`config.mk`:
```
export PLATFORM = sky130hd
export DESIGN_NAME = oled_spi_sink_flat
export DESIGN_NICKNAME = d
export VERILOG_FILES = /design/src/rtl/oled_spi_sink_if.sv /design/src/rtl/oled_spi_sink.sv /design/src/flat_wrapper.sv
export SDC_FILE = /design/constraint.sdc
export NUM_CORES = 1
export LEC_CHECK = 0
export CAP_MARGIN = 20
export CORE_UTILIZATION = 61
export CTS_CLUSTER_DIAMETER = 50
export DETAILED_ROUTE_END_ITERATION = 10
export PLACE_DENSITY = 0.82
export SYNTH_ARGS = -nofsm -noshare
export SYNTH_HDL_FRONTEND = slang
export SYNTH_SLANG_ARGS = --single-unit
```
`constraint.sdc`:
```
create_clock -name clk -period 6.3 [get_ports clk]
set_input_delay 0.63 -clock clk [delete_from_list [all_inputs] [get_ports clk]]
set_output_delay 0.63 -clock clk [all_outputs]
set_load 0.01 [all_outputs]
```
`src/rtl/oled_spi_sink_if.sv`:
```
// ST7735 4-wire SPI bus plus the decoded byte/command/pixel event outputs of the sink.
interface oled_spi_sink_if;
  logic        spi_csn;
  logic        spi_clk;
  logic        spi_mosi;
  logic        spi_dc;
  logic        byte_valid;
  logic [7:0]  byte_data;
  logic        byte_dc;
  logic        cmd_valid;
  logic [7:0]  cmd;
  logic        pixel_valid;
  logic [7:0]  pixel_x;
  logic [7:0]  pixel_y;
  logic [15:0] pixel_color;

  modport master (
    output spi_csn, spi_clk, spi_mosi, spi_dc,
    input  byte_valid, byte_data, byte_dc, cmd_valid, cmd,
    input  pixel_valid, pixel_x, pixel_y, pixel_color
  );

  modport slave (
    input  spi_csn, spi_clk, spi_mosi, spi_dc,
    output byte_valid, byte_data, byte_dc, cmd_valid, cmd,
    output pixel_valid, pixel_x, pixel_y, pixel_color
  );
endinterface

```
`src/rtl/oled_spi_sink.sv`:
```
// ST7735 display-side SPI sink: oversamples the bus, assembles bytes, decodes CASET/RASET/RAMWR.
// byte_valid lands C_sync+2 clk after the 8th SPI rising edge; no backpressure, events are strobes.
module oled_spi_sink #(
  parameter int C_x_size = 80,
  parameter int C_y_size = 160,
  parameter int C_sync   = 2
) (
  input  logic           clk,
  input  logic           reset,
  oled_spi_sink_if.slave bus
);

  typedef enum logic [1:0] {
    ST_IDLE  = 2'd0,
    ST_CASET = 2'd1,
    ST_RASET = 2'd2,
    ST_RAMWR = 2'd3
  } state_t;

  localparam logic [7:0] XE_DEF = 8'(C_x_size - 1);
  localparam logic [7:0] YE_DEF = 8'(C_y_size - 1);

  localparam logic [7:0] CMD_SWRESET = 8'h01;
  localparam logic [7:0] CMD_CASET   = 8'h2A;
  localparam logic [7:0] CMD_RASET   = 8'h2B;
  localparam logic [7:0] CMD_RAMWR   = 8'h2C;

  // input synchronisers
  logic [C_sync-1:0] csn_sync_q,  csn_sync_d;
  logic [C_sync-1:0] clk_sync_q,  clk_sync_d;
  logic [C_sync-1:0] mosi_sync_q, mosi_sync_d;
  logic [C_sync-1:0] dc_sync_q,   dc_sync_d;

  // edge detect and sampled bit
  logic clk_prev_q, clk_prev_d;
  logic rise_q,     rise_d;
  logic csn_q,      csn_d;
  logic mosi_q,     mosi_d;
  logic dc_q,       dc_d;

  // byte assembly
  logic [2:0] bit_cnt_q, bit_cnt_d;
  logic [6:0] shift_q,   shift_d;

  // registered outputs
  logic        byte_valid_q,  byte_valid_d;
  logic [7:0]  byte_data_q,   byte_data_d;
  logic        byte_dc_q,     byte_dc_d;
  logic        cmd_valid_q,   cmd_valid_d;
  logic [7:0]  cmd_q,         cmd_d;
  logic        pixel_valid_q, pixel_valid_d;
  logic [7:0]  pixel_x_q,     pixel_x_d;
  logic [7:0]  pixel_y_q,     pixel_y_d;
  logic [15:0] pixel_color_q, pixel_color_d;

  // decoder state
  state_t     state_q,     state_d;
  logic [1:0] arg_idx_q,   arg_idx_d;
  logic [7:0] arg_start_q, arg_start_d;
  logic [7:0] xs_q, xs_d, xe_q, xe_d;
  logic [7:0] ys_q, ys_d, ye_q, ye_d;
  logic [7:0] cur_x_q, cur_x_d;
  logic [7:0] cur_y_q, cur_y_d;
  logic       pix_phase_q, pix_phase_d;
  logic [7:0] pix_hi_q,    pix_hi_d;

  logic [7:0] new_byte;
  logic       got_byte;

  always_comb begin
    csn_sync_d  = {csn_sync_q[C_sync-2:0],  bus.spi_csn};
    clk_sync_d  = {clk_sync_q[C_sync-2:0],  bus.spi_clk};
    mosi_sync_d = {mosi_sync_q[C_sync-2:0], bus.spi_mosi};
    dc_sync_d   = {dc_sync_q[C_sync-2:0],   bus.spi_dc};

    clk_prev_d = clk_sync_q[C_sync-1];
    rise_d     = clk_sync_q[C_sync-1] & ~clk_prev_q & ~csn_sync_q[C_sync-1];
    csn_d      = csn_sync_q[C_sync-1];
    mosi_d     = mosi_sync_q[C_sync-1];
    dc_d       = dc_sync_q[C_sync-1];

    bit_cnt_d = bit_cnt_q;
    shift_d   = shift_q;

    byte_valid_d  = 1'b0;
    byte_data_d   = byte_data_q;
    byte_dc_d     = byte_dc_q;
    cmd_valid_d   = 1'b0;
    cmd_d         = cmd_q;
    pixel_valid_d = 1'b0;
    pixel_x_d     = pixel_x_q;
    pixel_y_d     = pixel_y_q;
    pixel_color_d = pixel_color_q;

    state_d     = state_q;
    arg_idx_d   = arg_idx_q;
    arg_start_d = arg_start_q;
    xs_d        = xs_q;
    xe_d        = xe_q;
    ys_d        = ys_q;
    ye_d        = ye_q;
    cur_x_d     = cur_x_q;
    cur_y_d     = cur_y_q;
    pix_phase_d = pix_phase_q;
    pix_hi_d    = pix_hi_q;

    new_byte = {shift_q, mosi_q};
    got_byte = 1'b0;

    // rise_q and csn_q come from the same sample, so they never overlap
    if (rise_q) begin
      if (bit_cnt_q == 3'd7) begin
        bit_cnt_d    = 3'd0;
        byte_valid_d = 1'b1;
        byte_data_d  = new_byte;
        byte_dc_d    = dc_q;
        got_byte     = 1'b1;
      end else begin
        bit_cnt_d = bit_cnt_q + 3'd1;
        shift_d   = new_byte[6:0];
      end
    end else if (csn_q) begin
      bit_cnt_d = 3'd0;
      shift_d   = 7'd0;
    end

    if (got_byte && !dc_q) begin
      cmd_d       = new_byte;
      cmd_valid_d = 1'b1;
      arg_idx_d   = 2'd0;
      pix_phase_d = 1'b0;
      case (new_byte)
        CMD_CASET: state_d = ST_CASET;
        CMD_RASET: state_d = ST_RASET;
        CMD_RAMWR: begin
          state_d   = ST_RAMWR;
          pixel_x_d = xs_q;
          pixel_y_d = ys_q;
          cur_x_d   = xs_q;
          cur_y_d   = ys_q;
        end
        CMD_SWRESET: begin
          state_d = ST_IDLE;
          xs_d    = 8'd0;
          xe_d    = XE_DEF;
          ys_d    = 8'd0;
          ye_d    = YE_DEF;
        end
        default: state_d = ST_IDLE;
      endcase
    end else if (got_byte) begin
      case (state_q)
        ST_CASET, ST_RASET: begin
          // only the low bytes carry coordinates; the window commits on the 4th argument
          arg_idx_d = arg_idx_q + 2'd1;
          if (arg_idx_q == 2'd1) begin
            arg_start_d = new_byte;
          end
          if (arg_idx_q == 2'd3) begin
            if (state_q == ST_CASET) begin
              xs_d = arg_start_q;
              xe_d = new_byte;
            end else begin
              ys_d = arg_start_q;
              ye_d = new_byte;
            end
            state_d = ST_IDLE;
          end
        end
        ST_RAMWR: begin
          if (!pix_phase_q) begin
            pix_hi_d    = new_byte;
            pix_phase_d = 1'b1;
          end else begin
            pix_phase_d   = 1'b0;
            pixel_valid_d = 1'b1;
            pixel_color_d = {pix_hi_q, new_byte};
            pixel_x_d     = cur_x_q;
            pixel_y_d     = cur_y_q;
            if (cur_x_q != xe_q) begin
              cur_x_d = cur_x_q + 8'd1;
            end else begin
              cur_x_d = xs_q;
              cur_y_d = (cur_y_q == ye_q) ? ys_q : cur_y_q + 8'd1;
            end
          end
        end
        default: ;
      endcase
    end
  end

  always_ff @(posedge clk) begin
    if (reset) begin
      csn_sync_q    <= '1;
      clk_sync_q    <= '0;
      mosi_sync_q   <= '0;
      dc_sync_q     <= '0;
      clk_prev_q    <= 1'b0;
      rise_q        <= 1'b0;
      csn_q         <= 1'b1;
      mosi_q        <= 1'b0;
      dc_q          <= 1'b0;
      bit_cnt_q     <= 3'd0;
      shift_q       <= 7'd0;
      byte_valid_q  <= 1'b0;
      byte_data_q   <= 8'd0;
      byte_dc_q     <= 1'b0;
      cmd_valid_q   <= 1'b0;
      cmd_q         <= 8'd0;
      pixel_valid_q <= 1'b0;
      pixel_x_q     <= 8'd0;
      pixel_y_q     <= 8'd0;
      pixel_color_q <= 16'd0;
      state_q       <= ST_IDLE;
      arg_idx_q     <= 2'd0;
      arg_start_q   <= 8'd0;
      xs_q          <= 8'd0;
      xe_q          <= XE_DEF;
      ys_q          <= 8'd0;
      ye_q          <= YE_DEF;
      cur_x_q       <= 8'd0;
      cur_y_q       <= 8'd0;
      pix_phase_q   <= 1'b0;
      pix_hi_q      <= 8'd0;
    end else begin
      csn_sync_q    <= csn_sync_d;
      clk_sync_q    <= clk_sync_d;
      mosi_sync_q   <= mosi_sync_d;
      dc_sync_q     <= dc_sync_d;
      clk_prev_q    <= clk_prev_d;
      rise_q        <= rise_d;
      csn_q         <= csn_d;
      mosi_q        <= mosi_d;
      dc_q          <= dc_d;
      bit_cnt_q     <= bit_cnt_d;
      shift_q       <= shift_d;
      byte_valid_q  <= byte_valid_d;
      byte_data_q   <= byte_data_d;
      byte_dc_q     <= byte_dc_d;
      cmd_valid_q   <= cmd_valid_d;
      cmd_q         <= cmd_d;
      pixel_valid_q <= pixel_valid_d;
      pixel_x_q     <= pixel_x_d;
      pixel_y_q     <= pixel_y_d;
      pixel_color_q <= pixel_color_d;
      state_q       <= state_d;
      arg_idx_q     <= arg_idx_d;
      arg_start_q   <= arg_start_d;
      xs_q          <= xs_d;
      xe_q          <= xe_d;
      ys_q          <= ys_d;
      ye_q          <= ye_d;
      cur_x_q       <= cur_x_d;
      cur_y_q       <= cur_y_d;
      pix_phase_q   <= pix_phase_d;
      pix_hi_q      <= pix_hi_d;
    end
  end

  assign bus.byte_valid  = byte_valid_q;
  assign bus.byte_data   = byte_data_q;
  assign bus.byte_dc     = byte_dc_q;
  assign bus.cmd_valid   = cmd_valid_q;
  assign bus.cmd         = cmd_q;
  assign bus.pixel_valid = pixel_valid_q;
  assign bus.pixel_x     = pixel_x_q;
  assign bus.pixel_y     = pixel_y_q;
  assign bus.pixel_color = pixel_color_q;

endmodule

```
`src/flat_wrapper.sv`:
```
// flat-port wrapper written by rule: the top's interface ports become plain ports
module oled_spi_sink_flat 
#(
  parameter int C_x_size = 80,
  parameter int C_y_size = 160,
  parameter int C_sync   = 2
)
  (clk, reset, bus_spi_csn, bus_spi_clk, bus_spi_mosi, bus_spi_dc, bus_byte_valid, bus_byte_data, bus_byte_dc, bus_cmd_valid, bus_cmd, bus_pixel_valid, bus_pixel_x, bus_pixel_y, bus_pixel_color);
  oled_spi_sink_if bus_i ();
  input  logic clk;
  input  logic reset;
  input wire logic [$bits(bus_i.spi_csn)-1:0] bus_spi_csn;
  input wire logic [$bits(bus_i.spi_clk)-1:0] bus_spi_clk;
  input wire logic [$bits(bus_i.spi_mosi)-1:0] bus_spi_mosi;
  input wire logic [$bits(bus_i.spi_dc)-1:0] bus_spi_dc;
  output wire logic [$bits(bus_i.byte_valid)-1:0] bus_byte_valid;
  output wire logic [$bits(bus_i.byte_data)-1:0] bus_byte_data;
  output wire logic [$bits(bus_i.byte_dc)-1:0] bus_byte_dc;
  output wire logic [$bits(bus_i.cmd_valid)-1:0] bus_cmd_valid;
  output wire logic [$bits(bus_i.cmd)-1:0] bus_cmd;
  output wire logic [$bits(bus_i.pixel_valid)-1:0] bus_pixel_valid;
  output wire logic [$bits(bus_i.pixel_x)-1:0] bus_pixel_x;
  output wire logic [$bits(bus_i.pixel_y)-1:0] bus_pixel_y;
  output wire logic [$bits(bus_i.pixel_color)-1:0] bus_pixel_color;
  assign bus_i.spi_csn = bus_spi_csn;
  assign bus_i.spi_clk = bus_spi_clk;
  assign bus_i.spi_mosi = bus_spi_mosi;
  assign bus_i.spi_dc = bus_spi_dc;
  assign bus_byte_valid = bus_i.byte_valid;
  assign bus_byte_data = bus_i.byte_data;
  assign bus_byte_dc = bus_i.byte_dc;
  assign bus_cmd_valid = bus_i.cmd_valid;
  assign bus_cmd = bus_i.cmd;
  assign bus_pixel_valid = bus_i.pixel_valid;
  assign bus_pixel_x = bus_i.pixel_x;
  assign bus_pixel_y = bus_i.pixel_y;
  assign bus_pixel_color = bus_i.pixel_color;
  oled_spi_sink #(.C_x_size(C_x_size), .C_y_size(C_y_size), .C_sync(C_sync)) u_core (.clk(clk), .reset(reset), .bus(bus_i));
endmodule
```
==> metrics.md <==
| Metric | Value |
|---|---|
| Die height | `slightly above 100 um` |
| Cells after Synth | `slightly below 700` |
| # fillers | `670` |
| Top sig layer | `met4` |
| Post-synth ARST share | `0` |
| DRT Pass-1 Iters | `5` |
| Final Hold Viols | `0` |
| Minimum clock period | `~3.2 ns` |
| Mux share of post-synthesis cell area | `0.0505` |
| Share of the synthesized area in the top cell type | `0.482` |
| Setup Viol. Count Final | `0` |
| CTS tree | `built` |
| DIE AREA | `a little over 0.01 mm2` |
| Placer's final routability congestion estimate | `just over 0.9` |
| H-tree depth | `4` |
| Static Leak | `between 2 and 3 nW` |
| Register bit total from synthesis | `~140` |
| CP Max Fanout | `18` |
| Top cells by area, synth | `dfxtp_1, nand2_1, a21oi_1` |
| Worst hold slack | `roughly 0.40 ns` |
| Area leader, netlist | `dfxtp_1` |
| CP arrival | `about 3.6 ns` |
| Final clock skew | `about 0.0091 ns` |
| Fraction of layout cells with a size suffix above 1 | `0.0893` |
| Peak Freq | `approximately 0.31 GHz` |
| Total of max-cap violations | `0` |
| CTS buffer count | `17` |
| Status | `complete, no violations` |
| Antenna-violating nets left | `0` |
| First-pass GRT wire length | `23100 um` |
| EDFF count, synth | `0` |
| Synth Area in Adders | `0.0188` |
| Most frequent cells after synthesis | `dfxtp_1, nand2_1, nor2_1` |
| # resized after CTS | `0` |
| Routed wire per std cell | `16.9 um` |
| Hold path start | `u_core.clk_prev_q` |
| Largest net degree at the start of global routing | `76` |
| Met2 routed WL | `7140 um` |
| Clock Sinks | `between 100 and 150` |
| Grt ovf | `0` |
| Setup TNS | `0 ns` |
| Vias per inst | `between 5 and 6` |
| Reg area | `0.00288 mm2` |
| Chip width | `about 100 um` |
| Port bufs | `57` |
| Post-synth top flop | `dfxtp_1` |
| Worst-Skew Late Latency | `0.53 ns` |
| Mapped Area | `0.00598 mm2` |
| RR Startpoint | `u_core.bit_cnt_q[0]` |
| Syn-to-layout area delta | `18.7%` |
| Vias after detailed routing | `between 5000 and 6000` |
| Hold depth | `1` |
| Register area share after synthesis | `0.482` |
| Total GRT Usage | `0.297` |
| Ys Warns | `0` |
| Hold Path End | `u_core.rise_q` |
| Hold Crit Class | `reg2reg` |
| Final Max Tran Viols | `0` |
| Synthesized-area fraction occupied by and/or/nand/nor cells | `0.200` |
| Worst Path Required | `approximately 6.7 ns` |
| Critical path class | `reg2reg` |
| HPWL Detailed | `9330 um` |
| Synth Area in XOR/XNOR | `0.0293` |
| Inserted Diodes | `0` |
| Max transition margin | `0.122` |
| Netlist cell types | `58` |
| Row Count | `35` |
| Reg2reg path depth | `7` |
| I/O pins | `between 50 and 60` |
| Initial DRC Count | `between 300 and 400` |
| Root Buffer | `clkbuf_8` |
| Most common cell in the netlist | `dfxtp_1` |
| Number of remaining DRC errors | `0` |
| Crit path launch type | `flip-flop` |
| M1 wire length | `between 5000 and 6000 um` |
| Antenna violations before repair | `0` |
| WL final | `14300 um` |
| Buffer depth of the longest clock path | `2` |
| IR drop worst, VDD | `0.278 mV` |
| Vias in the first global route | `between 4000 and 5000` |
| Hold-fix buffers at CTS | `0` |
| PD cells | `between 200 and 300 mW/mm2` |
| Complex-gate fraction of the synthesized area | `0.164` |
| Largest family of logic cells by synthesized area | `simple AND/OR/NAND/NOR gates` |
| Unrepaired setup endpoints after global routing | `false` |
| Post-Syn Area per Cell | `8.88 um2` |
| Met3 wire len | `923 um` |
| Core area | `about 0.0094 mm2` |
| Syn_nets | `688` |
| Nets | `approximately 720` |
| R2R Setup Slk | `just over 3 ns` |
| Setup crit end kind | `flip-flop` |
| Number of setup buffers added after CTS | `0` |
| Least-Margin Pin Slew | `1.32 ns` |
| Reg clk slew, reported paths | `around 0.06 ns` |
| Reg2reg end | `u_core.cur_y_q[4]` |
| Initial Utilization | `0.638` |
| Period utilization | `0.506` |
| Multi-input gate area | `approximately 0.0028 mm2` |
[final cells by class]
class,count,area share
clock inverters,14,0.0233
flip-flops and latches,144,0.406
inverters,19,0.0101
clock buffers,18,0.0589
well taps,129,0.0227
repair buffers,64,0.0885
multi-input cells,458,0.390
[layout by cell type (no fill, tap or decap), types with 4 or more instances in the layout]
cell type	instances
a311oi_1	5
xor2_1	18
o32ai_1	11
a22oi_1	7
nor2_1	66
a22o_1	9
a311oi_2	11
nor4_1	4
clkdlybuf4s50_1	56
dfxtp_1	144
buf_4	7
ha_1	9
clkinv_2	5
or3_1	5
mux2i_1	29
o21ai_0	8
o22a_1	5
nand3_1	17
nor3_1	14
or2_2	5
inv_1	19
clkbuf_16	16
a211oi_1	6
a21oi_1	59
nor2b_1	10
nor3b_1	4
nand2_1	117
[stage by stage]
stage	util	cell area [um2]	setup slack (ns)	instances	total power [mW]
floorplan	-	5980	4.15	673	0.951
detailed placement	0.693	6500	3.19	813	0.958
CTS	0.756	7080	3.15	845	1.93
global placement	0.693	6490	3.32	812	0.957
finish	0.757	7100	3.11	846	1.92
global route	0.757	7100	2.85	846	1.98
[per-layer routing]
metal	vias to the layer above	global-route usage
li1	2384	-
met1	2402	0.352
met2	202	0.498
met3	51	0.0756
met4	0	0.149
met5	-	0
[how the worst max path moves through the flow]
| stage | start | end | slack [ns] |
|---|---|---|---|
| 2_1_floorplan | u_core.bit_cnt_q[0] | u_core.cur_y_q[6] | 4.15 |
| 4_1_cts | u_core.bit_cnt_q[0] | u_core.cur_x_q[0] | 3.15 |
| 6_report | u_core.bit_cnt_q[0] | u_core.cur_y_q[4] | 3.11 |
| 3_5_place_dp | u_core.bit_cnt_q[0] | u_core.cur_x_q[0] | 3.19 |
| 5_1_grt | u_core.bit_cnt_q[0] | u_core.cur_x_q[2] | 2.85 |
| 3_3_place_gp | u_core.bit_cnt_q[0] | u_core.cur_x_q[0] | 3.32 |
[power breakdown]
part	total (mW)	internal, mW	leakage, nW	switching [mW]
Combinational	0.0226	0.00589	1.07	0.0167
Sequential	0.916	0.914	1.16	0.00227
Clock	0.977	0.601	0.285	0.376
[registers in the layout (all words and copies together) (netlist names), 2 cells and up]
register and cells:
u_core.bit_cnt_q 3, u_core.bus.pixel_y 8, u_core.bus.cmd 8, u_core.state_q 2
u_core.bus.pixel_color 16, u_core.csn_sync_q 2, u_core.shift_q 7, u_core.dc_sync_q 2
u_core.ye_q 8, u_core.cur_x_q 8, u_core.arg_start_q 8, u_core.xe_q 8
u_core.xs_q 8, u_core.ys_q 8, u_core.clk_sync_q 2, u_core.bus.pixel_x 8
u_core.bus.byte_data 8, u_core.arg_idx_q 2, u_core.cur_y_q 8, u_core.mosi_sync_q 2
u_core.pix_hi_q 8
[critical path, cell delays in order, from the launching register on]
cell,delay [ns]
dfxtp_1,0.35
ha_1,0.15
ha_1,0.23
and2_1,0.51
and4_1,0.71
nor2_2,0.31
or3_1,0.54
o32ai_1,0.23
[kinds of logic after synthesis]
family	Yosys count
AOI/OAI and AO/OA	136
adders and majority gates	9
xor gates and xnor gates	20
and+or+nand+nor	263
muxes	30
DFF	144
buffers and inverters	71
Note: power is estimated with default switching activity, not from simulation.
